--- src/rtl/sr_cfg_pkg.sv ---
// Shared constants, defaults and FSM encoding for the stretch-reflex parameter sequencer.
// Slot n of a bank occupies bits [n*32 +: 32].
package sr_cfg_pkg;

  localparam int unsigned NUM_SLOTS = 10;
  localparam int unsigned IDX_W     = 4;

  localparam int unsigned PPS_COEF_IA = 0;
  localparam int unsigned LEN_PXI     = 1;
  localparam int unsigned GAIN        = 2;
  localparam int unsigned GAMMA_DYN   = 3;
  localparam int unsigned GAMMA_STA   = 4;
  localparam int unsigned GAIN_MN     = 5;
  localparam int unsigned BDAMP_1     = 6;
  localparam int unsigned BDAMP_2     = 7;
  localparam int unsigned BDAMP_CHAIN = 8;
  localparam int unsigned HALF_CNT    = 9;

  localparam int unsigned HALF_CNT_SLOT = HALF_CNT;

  typedef logic [NUM_SLOTS-1:0][31:0] bank_t;

  // Concatenation lists slot 9 first so that slot 0 lands in the low word.
  localparam bank_t CFG_DEFAULTS = {
    32'h0000_017D, 32'h3C58_44D0, 32'h3D14_4674, 32'h3E71_4120, 32'h0000_0001,
    32'h42A0_0000, 32'h42A0_0000, 32'h0000_0000, 32'h3F66_6666, 32'h3F66_6666
  };

  typedef enum logic [1:0] {StIdle, StScan, StDone} state_e;

endpackage

--- src/rtl/sr_shadow_bank.sv ---
// Host-facing shadow bank: per-slot write strobes, dirty tracking and the zero guard on the
// clock half-count slot.
module sr_shadow_bank
  import sr_cfg_pkg::*;
(
  input  logic                 clk,
  input  logic                 reset_n,
  input  logic [15:0]          wire_lo,
  input  logic [15:0]          wire_hi,
  input  logic [NUM_SLOTS-1:0] trig,
  input  logic                 copy_en,
  input  logic [IDX_W-1:0]     copy_idx,
  output bank_t                shadow,
  output logic [NUM_SLOTS-1:0] dirty,
  output logic                 zero_hit
);

  logic [31:0]          wdata;
  logic [NUM_SLOTS-1:0] wr_en;
  logic [NUM_SLOTS-1:0] dirty_d;
  logic [NUM_SLOTS-1:0] dirty_q;
  bank_t                shadow_q;

  assign wdata = {wire_hi, wire_lo};

  always_comb begin
    wr_en    = trig;
    zero_hit = trig[HALF_CNT_SLOT] && (wdata == 32'h0);
    if (zero_hit) wr_en[HALF_CNT_SLOT] = 1'b0;
  end

  // A write landing on the slot being copied keeps it dirty for the next tick.
  always_comb begin
    dirty_d = dirty_q;
    if (copy_en) dirty_d[copy_idx] = 1'b0;
    dirty_d = dirty_d | wr_en;
  end

  always_ff @(posedge clk or negedge reset_n) begin
    if (!reset_n) begin
      shadow_q <= CFG_DEFAULTS;
      dirty_q  <= '0;
    end else begin
      for (int n = 0; n < NUM_SLOTS; n++) begin
        if (wr_en[n]) shadow_q[n] <= wdata;
      end
      dirty_q <= dirty_d;
    end
  end

  assign shadow = shadow_q;
  assign dirty  = dirty_q;

endmodule

--- src/rtl/sr_param_sequencer.sv ---
// Commits dirty shadow slots into the active bank once per simulation-step tick, so
// downstream blocks only ever see parameter changes between steps.
module sr_param_sequencer
  import sr_cfg_pkg::*;
(
  input  logic                    clk,
  input  logic                    reset_n,
  input  logic [15:0]             wire_lo,
  input  logic [15:0]             wire_hi,
  input  logic [NUM_SLOTS-1:0]    trig,
  input  logic                    tick,
  input  logic                    clr_err,
  output logic [NUM_SLOTS*32-1:0] cfg_flat,
  output logic                    cfg_stable,
  output logic                    commit_done,
  output logic                    busy,
  output logic [NUM_SLOTS-1:0]    dirty,
  output logic                    err_zero,
  output logic                    err_overrun
);

  localparam logic [IDX_W-1:0] LAST_IDX = IDX_W'(NUM_SLOTS - 1);

  state_e           state_q;
  logic [IDX_W-1:0] idx_q;
  bank_t            active_q;
  bank_t            shadow;
  logic             copy_en;
  logic             zero_hit;

  assign copy_en = (state_q == StScan) && dirty[idx_q];

  sr_shadow_bank u_shadow (
    .clk      (clk),
    .reset_n  (reset_n),
    .wire_lo  (wire_lo),
    .wire_hi  (wire_hi),
    .trig     (trig),
    .copy_en  (copy_en),
    .copy_idx (idx_q),
    .shadow   (shadow),
    .dirty    (dirty),
    .zero_hit (zero_hit)
  );

  always_ff @(posedge clk or negedge reset_n) begin
    if (!reset_n) begin
      state_q     <= StIdle;
      idx_q       <= '0;
      active_q    <= CFG_DEFAULTS;
      cfg_stable  <= 1'b1;
      commit_done <= 1'b0;
      busy        <= 1'b0;
      err_zero    <= 1'b0;
      err_overrun <= 1'b0;
    end else begin
      commit_done <= 1'b0;

      // Error set takes priority over a simultaneous clear.
      if (zero_hit)     err_zero <= 1'b1;
      else if (clr_err) err_zero <= 1'b0;
      if (tick && busy) err_overrun <= 1'b1;
      else if (clr_err) err_overrun <= 1'b0;

      unique case (state_q)
        StIdle: begin
          if (tick && (|dirty)) begin
            state_q    <= StScan;
            idx_q      <= '0;
            cfg_stable <= 1'b0;
            busy       <= 1'b1;
          end
        end
        StScan: begin
          if (copy_en) active_q[idx_q] <= shadow[idx_q];
          if (idx_q == LAST_IDX) begin
            state_q     <= StDone;
            commit_done <= 1'b1;
            cfg_stable  <= 1'b1;
          end else begin
            idx_q <= idx_q + 1'b1;
          end
        end
        StDone: begin
          state_q <= StIdle;
          busy    <= 1'b0;
        end
        default: state_q <= StIdle;
      endcase
    end
  end

  assign cfg_flat = active_q;

endmodule

--- config.mk ---
export PLATFORM = sky130hd
export DESIGN_NAME = sr_param_sequencer
export DESIGN_NICKNAME = d
export VERILOG_FILES = /design/src/rtl/sr_cfg_pkg.sv /design/src/rtl/sr_shadow_bank.sv /design/src/rtl/sr_param_sequencer.sv
export SDC_FILE = /design/constraint.sdc
export NUM_CORES = 1
export LEC_CHECK = 0
export BUFFER_PORTS_ARGS = -buffer_cell sky130_fd_sc_hd__clkbuf_2
export CAP_MARGIN = 5
export CORE_UTILIZATION = 60
export CTS_BUF_LIST = sky130_fd_sc_hd__clkbuf_8
export CTS_CLUSTER_SIZE = 14
export DETAILED_ROUTE_END_ITERATION = 10
export PLACE_DENSITY_LB_ADDON = 0.2
export SYNTH_ARGS = -nofsm -noshare
export SYNTH_HDL_FRONTEND = slang
export SYNTH_SLANG_ARGS = --single-unit
--- constraint.sdc ---
create_clock -name clk -period 3 [get_ports clk]
set_clock_uncertainty 0.05 [all_clocks]
set_input_delay 0.45 -clock clk [delete_from_list [all_inputs] [get_ports clk]]
set_output_delay 0.45 -clock clk [all_outputs]
set_load 0.02 [all_outputs]
==> flow_results.org <==
** Placement
- Routability-driven placement finished with a final weighted congestion of 0.809.
- Post-Place Cell Area :: 30,300 sq um
- Number of buffers added on ports :: 380
- The wire-length estimate of the detail-placed layout is 45,100 microns.

** Global routing
- The first global-routing pass estimated 106,000 microns of wire.
- Maximum number of pins on one net before global-route repair :: 80
- In the global route stage, overall resource usage came out at 0.298.
- Antenna violations before repair :: 4
- Global route overflow :: 0
- The via count of the first global-routing pass was 17,451.

** Drt
- In the final routed layout, each cell accounts on average for 24.5 microns.
- TritonRoute pass-1 iters :: 5
- Across all layers, the routed design uses 16,441 vias.
- After detailed routing, the number of remaining DRC violations is 0.
- Sum of routed wire length over all layers :: 68,700 microns
- In this run, the number of DRC markers left after iteration 0 of detailed routing was 941.
- Using the TritonRoute via totals, the vias-per-cell ratio works out to 5.85.
- Post-route antenna net violation count :: 0

** STA
- RSZ-0062 raised after global routing :: false
- Final hold violation count :: 0
- Pins Over Slew Limit :: 0
- The worst pin sits at a relative slew slack of 0.223.
- Setup TNS :: 0 ns
- Setup violations remaining at the end of the flow were counted as 0.
- Max Clk Rate :: 395 MHz
- The smallest clock period supported by the final layout is computed as 2.53 ns.
- Crit share post-route :: 0.843
- For the pin with the worst max-slew slack, the measured transition is 1.17 ns.

** Power
- The share of total power dissipated in combinational logic is 0.419.
- Cell-internal power :: 22.3 mW
- The analysis attributes to cell leakage a power of 14.6 nW.
- Switching component of the power :: 14.2 mW
- In this run the power density over the cells is 1120 nW/um^2.
- Of the total power, the share spent switching nets is 0.388.
- Worst-case vdd ir drop :: 0.000970 V
- Relative contribution of sequential cells to total power :: 0.377
- Clock network fraction of total power :: 0.205

** Clock network
- CTS Hold Bufs :: 2
- Counting along the longest clock path gives a buffer depth of 3.
- The clock tree synthesis step divided the H-tree into 3 levels.
- # Post-CTS Setup Buffers :: 0
- Clock latency on the worst-skew pair, taken at its later pin, is 0.69 ns.
- PostCTS Resize Cnt :: 0
- The tree built by TritonCTS fans out to 661 sinks.
- TritonCTS clock tree :: yes
- TritonCTS created 105 clock buffers.
- After clock tree synthesis, the clock-pin slew on the worst setup and hold paths is 0.07 ns.
- Library cell used as clock root buffer :: clkbuf_8

** Cells and area
- Fraction of layout instances using a drive strength above 1 :: 0.675
- The multi-input combinational cells in the finished layout cover a total of 10,200 sq um.
- After routing the design area is 32,500 sq um.
- Area Overhead vs Synth :: 17.1%
- Filler instances :: 2,984
- In the final layout, flip-flops and latches occupy 16,800 sq um.
- Fin nets :: 2,167

** Die
- Die outline area :: 47,100 sq um
- Number of core rows :: 78
- The initial utilization of the core area, before any placement, comes to 0.610.
- Die width :: 217 microns
- 381 I/O pins were placed.
- Core box area :: 45,500 sq um
- Chip Height :: 217 microns

** Setup path
- Stage delay of the slowest cell on the critical path :: 0.58 ns
- Signal arrival time at the worst endpoint :: 3.01 ns
- For this design, the slowest cell found on the critical path is a221o_1.
- Critical path fanouts, max :: 26
- In this design, the largest share of critical-path delay is due to multiplexers.
- The critical path goes through buf_12, mux4_2, a221o_1, mux2_2.
- STA classifies the critical path startpoint as a flop.
- STA classifies the critical path endpoint as a flop.
- The number of buffers and inverters on the critical path is 1.
- The worst setup path is of the flop to flop kind.
- Required time reported for the critical path endpoint :: 3.48 ns

** Hold path
- Worst min path class :: input port to flop

** Synthesis
- Post-Synthesis Mean Instance Area :: 16.2 sq um
- Synthesis produced 1,715 cells.
- The most used flip-flop cell after synthesis is dfrtp_1.
- mux2_2 is the most common cell in the netlist.
- Count of flip-flops with a built-in enable after synthesis :: 0
- Share of flip-flops with an asynchronous set or reset after synthesis :: 1.00
- In this run the cell area of the synthesized design comes to 27,700 sq um.
- Area leader, netlist :: dfrtp_1
- The synthesized design contains 661 register bits.
- Area share of the largest cell type after synthesis :: 0.433
- Post-synthesis sequential area ratio :: 0.605
- The number of nets in the synthesized netlist is 1,765.
- Yosys printed 0 warnings.
- By area the synthesized netlist is led by dfrtp_1 43%, mux2_2 26%, dfstp_2 17%, mux4_2 2.8%, mux2i_1 2.3%.
- Top cells by count, synth :: 640 x mux2_2, 480 x dfrtp_1, 181 x dfstp_2
- The number of different library cells used by synthesis comes to 45.

** Flow run
- Max-cap violation count :: 0

** Run status
- Result of the run :: completed
[registers in the layout, indices dropped and copies added (netlist names)]
register and cells:
cfg_flat 320, u_shadow.shadow 320, u_shadow.dirty 10, idx_q 4, state_q 2, busy 1
cfg_stable 1, commit_done 1, err_overrun 1, err_zero 1
[worst paths after layout]
kind	start	endpoint	slack [ns]	depth (start not counted)
max	idx_q[0]	cfg_flat[177]	0.47	4
max in group asynchronous	reset_n	cfg_flat[208]	1.55	3
min reg2reg	err_overrun	err_overrun	0.45	1
max reg2reg	idx_q[0]	cfg_flat[177]	0.47	4
min in group asynchronous	reset_n	cfg_flat[30]	0.34	2
min	trig[9]	err_zero	0.05	2
[kinds of logic (layout without fill, tap and decap cells)]
kind of cell,Yosys count,in the layout,synth area share
AO/OA/AOI/OAI,82,82,0.0239
XOR/XNOR,2,2,0.000632
adder cells (fa/ha/maj),4,4,0.00180
buffers and inverters,146,638,0.0283
flip-flops,661,661,0.605
multiplexers,771,771,0.328
other,0,2,0
AND/OR/NAND/NOR,49,49,0.0124
[cells in the final DEF, fill, tap and decap left out, drive strengths merged, types with 3 or more instances in the layout]
master,instances
mux2,672
clkbuf,510
dfrtp,480
dfstp,181
mux2i,65
inv,62
buf,55
mux4,34
o22ai,32
a221o,32
a21o,10
nand2,9
nor4,8
nand3,8
clkinv,6
nor2,5
nor3b,4
ha,4
o21ai,4
nand4,3
[per-layer routing]
layer,up-vias,global-route usage,part of all wire
met3,101,0.0535,0.049
met2,441,0.474,0.49
li1,7089,-,-
met5,-,0,0.00017
met4,2,0.106,0.024
met1,8808,0.415,0.44
[per-stage QoR]
step	std cells	hold WS, ns	setup slack (ns)	power (mW)	utilization
CTS	2807	0.000261	0.459	36.7	0.714
global placement	2608	0.433	0.378	28.7	0.667
detailed placement	2608	0.437	0.387	29.1	0.667
floorplan	1715	0.104	0.509	23.6	-
global route	2809	0.0156	0.395	38.1	0.714
finish	2809	0.0530	0.470	36.5	0.714
[area by class of cell]
| class | instances | area share |
|---|---|---|
| antenna | 2 | 0.000154 |
| clock buffer | 131 | 0.0555 |
| clock inverter | 66 | 0.00906 |
| inverter | 5 | 0.000578 |
| multi-input combinational | 908 | 0.314 |
| sequential | 661 | 0.517 |
| tap | 600 | 0.0231 |
| timing repair buffer | 436 | 0.0808 |
[power groups by stage]
stage	sequential, mW	clock, mW	combinational (mW)
after global placement	13.7	0	15.0
after floorplan	16.2	0	7.38
after detailed placement	13.8	0	15.3
after CTS	13.7	7.62	15.3
final	13.7	7.46	15.3
after global routing	14.0	8.02	16.1
(Power assumes the default switching activity.)
